[src/rtl/xm_branch_pkg.sv]
// rtl/xm_branch_pkg.sv - shared types and offset widths for the XMakina branch sequencer
package xm_branch_pkg;

    typedef enum logic [2:0] {
        COND_BEQ = 3'd0,
        COND_BNE = 3'd1,
        COND_BHS = 3'd2,
        COND_BLO = 3'd3,
        COND_BN  = 3'd4,
        COND_BGE = 3'd5,
        COND_BLT = 3'd6,
        COND_BAL = 3'd7
    } cond_e;

    typedef enum logic [1:0] {
        ST_C = 2'd0,
        ST_Z = 2'd1,
        ST_N = 2'd2,
        ST_V = 2'd3
    } status_bit_e;

    typedef enum logic [2:0] {
        S_IDLE  = 3'd0,
        S_EVAL  = 3'd1,
        S_CALC  = 3'd2,
        S_WRITE = 3'd3,
        S_DONE  = 3'd4
    } state_e;

    localparam int COND_OFF_W = 10;
    localparam int LINK_OFF_W = 13;

endpackage

[src/rtl/branch_cond_eval.sv]
// rtl/branch_cond_eval.sv - combinational branch-condition evaluator (status flags, cond -> result)
module branch_cond_eval
    import xm_branch_pkg::*;
(
    input  logic [3:0] status,
    input  logic [2:0] cond,
    output logic       result
);

    always_comb begin
        result = 1'b0;
        case (cond_e'(cond))
            COND_BEQ: result = status[ST_Z];
            COND_BNE: result = ~status[ST_Z];
            COND_BHS: result = status[ST_C];
            COND_BLO: result = ~status[ST_C];
            COND_BN:  result = status[ST_N];
            COND_BGE: result = ~(status[ST_N] ^ status[ST_V]);
            COND_BLT: result = status[ST_N] ^ status[ST_V];
            COND_BAL: result = 1'b1;
            default:  result = 1'b0;
        endcase
    end

endmodule

[src/rtl/branch_sequencer.sv]
// rtl/branch_sequencer.sv - multi-cycle branch controller, decode to PC write-back
// Optional link-register write enabled by defining BRANCH_LINK_EN.
module branch_sequencer
    import xm_branch_pkg::*;
#(
    parameter int PC_W  = 16,
    parameter int OFF_W = 13
) (
    input  logic             clk,
    input  logic             rst_n,
    input  logic             start,
    input  logic [2:0]       branch_cond,
    input  logic             link,
    input  logic [OFF_W-1:0] offset,
    input  logic [PC_W-1:0]  pc,
    input  logic [3:0]       status,
    output logic             busy,
    output logic             taken,
    output logic [PC_W-1:0]  pc_next,
    output logic             pc_we,
    output logic             lr_we,
    output logic [PC_W-1:0]  lr_data,
    output logic             done
);

    state_e            state_q, state_d;
    logic [2:0]        cond_q, cond_d;
    logic              link_q, link_d;
    logic [OFF_W-1:0]  offset_q, offset_d;
    logic [PC_W-1:0]   pc_q, pc_d;
    logic              taken_q, taken_d;
    logic [PC_W-1:0]   pc_next_q, pc_next_d;
    logic [PC_W-1:0]   lr_data_q, lr_data_d;
    logic              busy_q, busy_d;
    logic              pc_we_q, pc_we_d;
    logic              lr_we_q, lr_we_d;
    logic              done_q, done_d;

    logic              link_sel;
    logic              cond_result;
    logic              eval_taken;
    logic [PC_W-1:0]   off_ext;
    logic [PC_W-1:0]   pc_target;

`ifdef BRANCH_LINK_EN
    assign link_sel = link;
`else
    logic unused_link;
    assign unused_link = link;
    assign link_sel    = 1'b0;
`endif

    branch_cond_eval u_cond_eval (
        .status (status),
        .cond   (cond_q),
        .result (cond_result)
    );

    assign eval_taken = cond_result | link_q;

    // Conditional branches carry a 10-bit word offset; branch-with-link uses the full 13 bits.
    assign off_ext   = link_q
                     ? {{(PC_W-LINK_OFF_W){offset_q[LINK_OFF_W-1]}}, offset_q[LINK_OFF_W-1:0]}
                     : {{(PC_W-COND_OFF_W){offset_q[COND_OFF_W-1]}}, offset_q[COND_OFF_W-1:0]};
    assign pc_target = pc_q + (off_ext << 1);

    always_ff @(posedge clk or negedge rst_n) begin
        if (!rst_n) begin
            state_q   <= S_IDLE;
            cond_q    <= '0;
            link_q    <= 1'b0;
            offset_q  <= '0;
            pc_q      <= '0;
            taken_q   <= 1'b0;
            pc_next_q <= '0;
            lr_data_q <= '0;
            busy_q    <= 1'b0;
            pc_we_q   <= 1'b0;
            lr_we_q   <= 1'b0;
            done_q    <= 1'b0;
        end else begin
            state_q   <= state_d;
            cond_q    <= cond_d;
            link_q    <= link_d;
            offset_q  <= offset_d;
            pc_q      <= pc_d;
            taken_q   <= taken_d;
            pc_next_q <= pc_next_d;
            lr_data_q <= lr_data_d;
            busy_q    <= busy_d;
            pc_we_q   <= pc_we_d;
            lr_we_q   <= lr_we_d;
            done_q    <= done_d;
        end
    end

    always_comb begin
        state_d = state_q;
        case (state_q)
            S_IDLE:  if (start) state_d = S_EVAL;
            S_EVAL:  state_d = eval_taken ? S_CALC : S_DONE;
            S_CALC:  state_d = S_WRITE;
            S_WRITE: state_d = S_DONE;
            S_DONE:  state_d = S_IDLE;
            default: state_d = S_IDLE;
        endcase
    end

    // Outputs are decoded from the next state so each strobe is a flop aligned with its state.
    always_comb begin
        cond_d    = cond_q;
        link_d    = link_q;
        offset_d  = offset_q;
        pc_d      = pc_q;
        taken_d   = taken_q;
        pc_next_d = pc_next_q;
        lr_data_d = lr_data_q;
        busy_d    = (state_d != S_IDLE);
        pc_we_d   = (state_d == S_WRITE);
        lr_we_d   = (state_d == S_WRITE) && link_q;
        done_d    = (state_d == S_DONE);
        if (state_q == S_IDLE && start) begin
            cond_d   = branch_cond;
            link_d   = link_sel;
            offset_d = offset;
            pc_d     = pc;
        end
        if (state_q == S_EVAL) taken_d = eval_taken;
        if (state_q == S_CALC) begin
            pc_next_d = pc_target;
            if (link_q) lr_data_d = pc_q;
        end
    end

    assign busy    = busy_q;
    assign taken   = taken_q;
    assign pc_next = pc_next_q;
    assign pc_we   = pc_we_q;
    assign lr_we   = lr_we_q;
    assign lr_data = lr_data_q;
    assign done    = done_q;

endmodule

[config.mk]
export PLATFORM = sky130hd
export DESIGN_NAME = branch_sequencer
export DESIGN_NICKNAME = d
export VERILOG_FILES = /design/src/rtl/xm_branch_pkg.sv /design/src/rtl/branch_cond_eval.sv /design/src/rtl/branch_sequencer.sv
export SDC_FILE = /design/constraint.sdc
export NUM_CORES = 1
export LEC_CHECK = 0
export CORE_MARGIN = 2
export CORE_UTILIZATION = 43
export CTS_CLUSTER_SIZE = 10
export DETAILED_ROUTE_END_ITERATION = 10
export PLACE_DENSITY_LB_ADDON = 0.25
export SYNTH_ARGS = -nofsm -noshare
export SYNTH_HDL_FRONTEND = slang
export SYNTH_SLANG_ARGS = --single-unit
[constraint.sdc]
create_clock -name clk -period 2.1 [get_ports clk]
set_input_delay 0.42 -clock clk [delete_from_list [all_inputs] [get_ports clk]]
set_output_delay 0.42 -clock clk [all_outputs]
set_load 0.01 [all_outputs]
* Word level (Yosys, flattened, before mapping)
Cells that the tools add are included.
Storage, ports and cells: logic and storage cells 34, memories 0, bits in registers 52, input port bits 40, RAM bits 0, bits in read-only memories 0, output and inout bits 37, latch bits 0
Operators by class: reductions and logical operators 4, shift-type cells 0, add/subtract/negate cells 1, bitwise logic cells 4, divide/modulo/power cells 0, multiply operators 0, multiplexer cells 4, equal/unequal tests 12, $lt $le $gt $ge 0
Operator list (number):
- 16-bit adder | 1
- 3-bit by 2-bit == test with 1-bit output, second input constant | 5
- 3-bit == test, second input constant | 5
- 3-bit case mux with 4 select lines | 1
- 1-bit case mux with 8 select lines | 1
- 3-bit by 1-bit == test with 1-bit output, second input constant | 2
- 3-bit logical NOT | 2
- 3-bit 2-to-1 mux | 2
- 1-bit NOT | 3
- 3-bit nonzero test | 1
- 1-bit logical AND | 1
- 1-bit XOR | 1

* Logic depth before layout (Yosys ltp)
word-level depth 6, depth in mapped cells 9

* Modules after synthesis
From an unflattened synthesis, not the netlist that was laid out.
Unflattened totals: cells, all modules 253, area total of the unflattened synthesis 2801.4 um2
Modules (own cells, without submodules):
- branch_sequencer | sequential area each 1301.2 um2, cells an instance 247, area an instance 2731.4 um2, instances 1
- branch_cond_eval | sequential area each 0.0 um2, cells an instance 6, area an instance 70.1 um2, instances 1

* Worst setup path before layout
Ideal clock, no wire load.
path type register to register, start point register pc_q[1], end point register pc_next_q[13], in the netlist pc_next[13], data arrival time 1.911 ns, path buffers 0, setup slack 0.121 ns, clock period less this slack 1.979 ns, setup time 0.069 ns, data required time 2.031 ns, cell stages (with the launch flop) 10, cells stage by stage dfrtp_1 > ha_1 > inv_1 > fa_1 > nor2b_2 > o211ai_1 > nand2_1 > a21oi_1 > or4_1 > nand3_1
Between the ends: cells in the longest elaborated chain, start to end 1
RTL lines:
- start, declared | line branch_sequencer.sv:30 | logic [PC_W-1:0] pc_q, pc_d;
- start signal, assigned | line branch_sequencer.sv:86 | pc_q <= pc_d;
- 16-bit adder | line branch_sequencer.sv:65 | assign pc_target = pc_q + (off_ext << 1);
- end signal, assigned | line branch_sequencer.sv:88 | pc_next_q <= pc_next_d;
- end, declared | line branch_sequencer.sv:32 | logic [PC_W-1:0] pc_next_q, pc_next_d;
No other way between the ends. A chain may end at the register's enable or synchronous reset.

* Final worst setup path
start point register offset_q[0], end point register pc_next_q[13], in the netlist pc_next[13]
Between the ends: cells in the longest elaborated chain, start to end 1
RTL lines:
- start, declared | line branch_sequencer.sv:29 | logic [OFF_W-1:0] offset_q, offset_d;
- start signal, assigned | line branch_sequencer.sv:85 | offset_q <= offset_d;
- 16-bit adder | line branch_sequencer.sv:65
No other way between the ends.

==> results.rst <==
.. list-table::
   :header-rows: 1

   * - Metric
     - Value
   * - Number of cells produced by synthesis
     - between 200 and 300
   * - Residual overflow from global routing
     - 0
   * - Post-layout minimum cycle time
     - 2.08 ns
   * - DRC Markers
     - 0
   * - EDFF count, synth
     - 0
   * - Final estimated routing congestion in global placement
     - slightly below 0.8
   * - Antenna diode count
     - 0
   * - Top post-synthesis cells by count
     - 52 x sky130_fd_sc_hd__dfrtp_1, 30 x sky130_fd_sc_hd__nand2_1, 25 x sky130_fd_sc_hd__mux2_2, 17 x sky130_fd_sc_hd__buf_4, 17 x sky130_fd_sc_hd__o21ai_0
   * - Die Wd
     - 83.6 um
   * - Total Routing Usage GR
     - 0.151
   * - Drt pass-1 iters
     - 4
   * - Post-DR vias/cell
     - between 4 and 5
   * - Net switching power figure
     - 2.36 mW
   * - Synthesis-to-finish area growth
     - 28.9%
   * - Post-synth top area share
     - 0.477
   * - Fraction of the yosys area taken by sequential cells
     - 0.477
   * - CTS tree
     - built
   * - Crit path DAT
     - roughly 2.3 ns
   * - Reg-to-reg critical path startpoint
     - offset_q[0]$_DFFE_PN0P_
   * - Row count
     - 29
   * - Final number of hold-violating endpoints
     - 0
   * - Critical path fanouts, max
     - 2
   * - RSZ-0062 raised after global routing
     - true
   * - Ratio of final minimum period to clock period
     - 0.989
   * - Number of antenna-violating nets in the routed design
     - 0
   * - Fillcell total
     - ~580
   * - Required time reported for the critical path endpoint
     - between 2 and 2.5 ns
   * - # Max-Cap Violations
     - 0
   * - Final setup viols
     - 0
   * - Post-Syn Area per Cell
     - about 11 um2
   * - Wire length of the first global-routing pass
     - between 8000 and 9000 um
   * - Lkg Pwr
     - approximately 1.5 nW
   * - Clock Tree Buf Depth
     - 2
   * - Class of the worst hold path
     - input pin to asynchronous set/reset pin
   * - Number of distinct library cells after synthesis
     - 45
   * - Setup slack on the worst flop-to-flop path
     - 0.02 ns
   * - Fraction of power consumed by sequential logic
     - 0.304
   * - Type of the worst setup path
     - flop to flop
   * - Final HPWL DP
     - just under 4000 um
   * - Fin Hold WS
     - ~0.12 ns
   * - Final slew viol count
     - 0
   * - Async S/R FF share, synth
     - 1.00
   * - Hold_buf cts
     - 0
   * - Maximum clock skew at final layout
     - ~0.006 ns
   * - Average detailed-routed wire length per instance
     - roughly 13 um
   * - Result of the run
     - complete, no violations
   * - Final core utilization
     - 0.563
   * - Via count of the routed design
     - roughly 1900
   * - Share of cells above drive strength 1
     - 0.183
   * - Clock buffer count from CTS
     - 5
   * - Die Footprint
     - about 7000 um2
   * - Ratio of total power to cell area
     - roughly 1700 nW/um2
   * - Overall routed net length
     - slightly above 5000 um
   * - Crit path max-delay cell type
     - sky130_fd_sc_hd__or4_1
   * - Number of warnings reported in the yosys synthesis log
     - 0
   * - Clock-pin slew reported for the worst setup and hold paths after clock tree synthesis
     - about 0.10 ns
   * - Maximum resistive drop on vdd
     - 737 uV
   * - Leading area contributor after synthesis
     - sky130_fd_sc_hd__dfrtp_1
   * - Overall die height
     - ~84 um
   * - Largest stage delay on the critical path
     - ~0.48 ns
   * - Initial Utilization
     - 0.437
   * - Clock power share
     - 0.101
   * - Kind of end point of the critical path
     - flop
   * - Layout net count
     - around 370
   * - Logic pwr share
     - 0.595
   * - Top flip-flop cell by instance count after synthesis
     - sky130_fd_sc_hd__dfrtp_1
   * - Cell-internal power
     - between 3 and 4 mW
   * - Total power
     - 5.91 mW
   * - Peak Freq
     - around 0.48 GHz
   * - Timing startpoint of the critical path
     - offset_q[0]$_DFFE_PN0P_
   * - Core outline area
     - 6240 um2
   * - Startpoint Class
     - flop
   * - Post-synthesis register bit count
     - between 50 and 60
   * - Antenna violations before repair
     - 0
   * - Skew-Pair Late Insertion Delay
     - roughly 0.30 ns
   * - Worst relative slew slack
     - 0.592
   * - Number of port buffers
     - 55
   * - Top-count cell post-synth
     - sky130_fd_sc_hd__dfrtp_1
   * - Mapped cell area
     - approximately 2700 um2
   * - Setup TNS Final
     - 0 ns
   * - Iter 0 DRT Violations
     - 50
   * - Switching share of power
     - 0.399
   * - Via count of the first global-routing pass
     - roughly 1800
   * - Cell breakdown of the critical path
     - ha_2 > inv_2 > fa_2 > nor2b_4 > o211ai_1 > nand2_1 > a21oi_2 > or4_1 > nand3_1
   * - Number of I/O pins
     - 77
   * - Maximum number of pins on one net before global-route repair
     - 33
   * - Least-Margin Pin Slew
     - 0.612 ns
   * - Count of H-tree levels built during CTS
     - 2
   * - CTS root buf
     - sky130_fd_sc_hd__clkbuf_8
   * - Clock sinks
     - 52
   * - Cell types occupying the most area after synthesis
     - sky130_fd_sc_hd__dfrtp_1 48%, sky130_fd_sc_hd__mux2_2 10%, sky130_fd_sc_hd__ha_1 6.4%
-- per-layer routing --
metal	vias up	wire length [um]	global-route usage
li1	972	-	-
met1	909	2320	0.192
met2	52	2330	0.244
met3	9	292	0.0455
met4	0	87	0.0557
met5	-	0	0
-- layout by cell type, fill, tap and decap left out, types with 6 or more instances in the layout --
cell type,netlist,final
sky130_fd_sc_hd__conb_1,1,17
sky130_fd_sc_hd__xor2_1,6,6
sky130_fd_sc_hd__nor2_1,11,11
sky130_fd_sc_hd__nand3_1,7,7
sky130_fd_sc_hd__clkbuf_8,0,6
sky130_fd_sc_hd__mux2_2,25,25
sky130_fd_sc_hd__clkdlybuf4s50_1,0,54
sky130_fd_sc_hd__o21ai_0,17,17
sky130_fd_sc_hd__buf_4,17,8
sky130_fd_sc_hd__ha_1,14,13
sky130_fd_sc_hd__dfrtp_1,52,52
sky130_fd_sc_hd__nand2_1,30,30
sky130_fd_sc_hd__a21oi_1,9,8
-- worst max-delay path: cells and delay by family (launching register included) --
family          cells  cell delay [ns]
simple gates        4             0.85
compound gates      2             0.20
buf+inv             1             0.04
flops               1             0.37
fa+ha+maj           2             0.56
-- through the flow --
stage,cell area (um2),worst slack [ns],instances
floorplan,2790,0.121,267
global placement,3380,0.0292,385
detailed placement,3380,-0.0123,385
CTS,3480,0.00570,393
global route,3510,-0.0923,394
finish,3510,0.0222,394
-- what timing repair did --
action / in CTS / in global routing
buffers inserted: 0 / 1
pin swaps: 0 / 3
endpoints found under the setup margin: 1 / 7
resized for setup: 1 / 7
-- cell type report --
cell class,count,area (um2),share of cell area
clock buffers,6,82.6,0.0235
well taps,77,96.3,0.0274
inverters,5,18.8,0.00534
multi-input cells,186,1340,0.382
flip-flops and latches,52,1300,0.370
repair buffers,66,657,0.187
clock inverters,2,15.0,0.00427
-- power groups by stage --
stage	Clock (mW)	Combinational, mW	Sequential [mW]
6_report	0.597	3.51	1.80
5_1_grt	0.660	3.89	1.87
4_1_cts	0.622	3.42	1.80
3_5_place_dp	0	3.40	1.83
3_3_place_gp	0	3.32	1.81
2_1_floorplan	0	2.26	1.83
-- cell families after synthesis --
logic type / Yosys count / share of synthesized area
AOI/OAI and AO/OA: 48 / 0.111
xor gates and xnor gates: 11 / 0.0353
adders and majority gates: 15 / 0.0716
buffers and inverters: 29 / 0.0652
DFF: 52 / 0.477
muxes: 30 / 0.123
other: 1 / 0.00138
and+or+nand+nor: 65 / 0.116
-- registers in the layout, summed over array words and instances, names as in the netlist --
signal / count
cond_q: 3
busy: 1
pc_q: 16
state_q: 3
done: 1
offset_q: 10
pc_we: 1
taken: 1
pc_next: 16
-- path summary, 6_finish.rpt --
check | end | cells past startpoint
setup / recovery | pc_next[13]$_DFFE_PN0N_ | 9
hold / removal | offset_q[2]$_DFFE_PN0P_ | 1
setup reg to reg | pc_next[13]$_DFFE_PN0N_ | 9
hold reg to reg | pc_next[0]$_DFFE_PN0N_ | 2
max in group asynchronous | pc_q[10]$_DFFE_PN0P_ | 2
min in group clk | pc_next[0]$_DFFE_PN0N_ | 2
(Power assumes the default switching activity.)
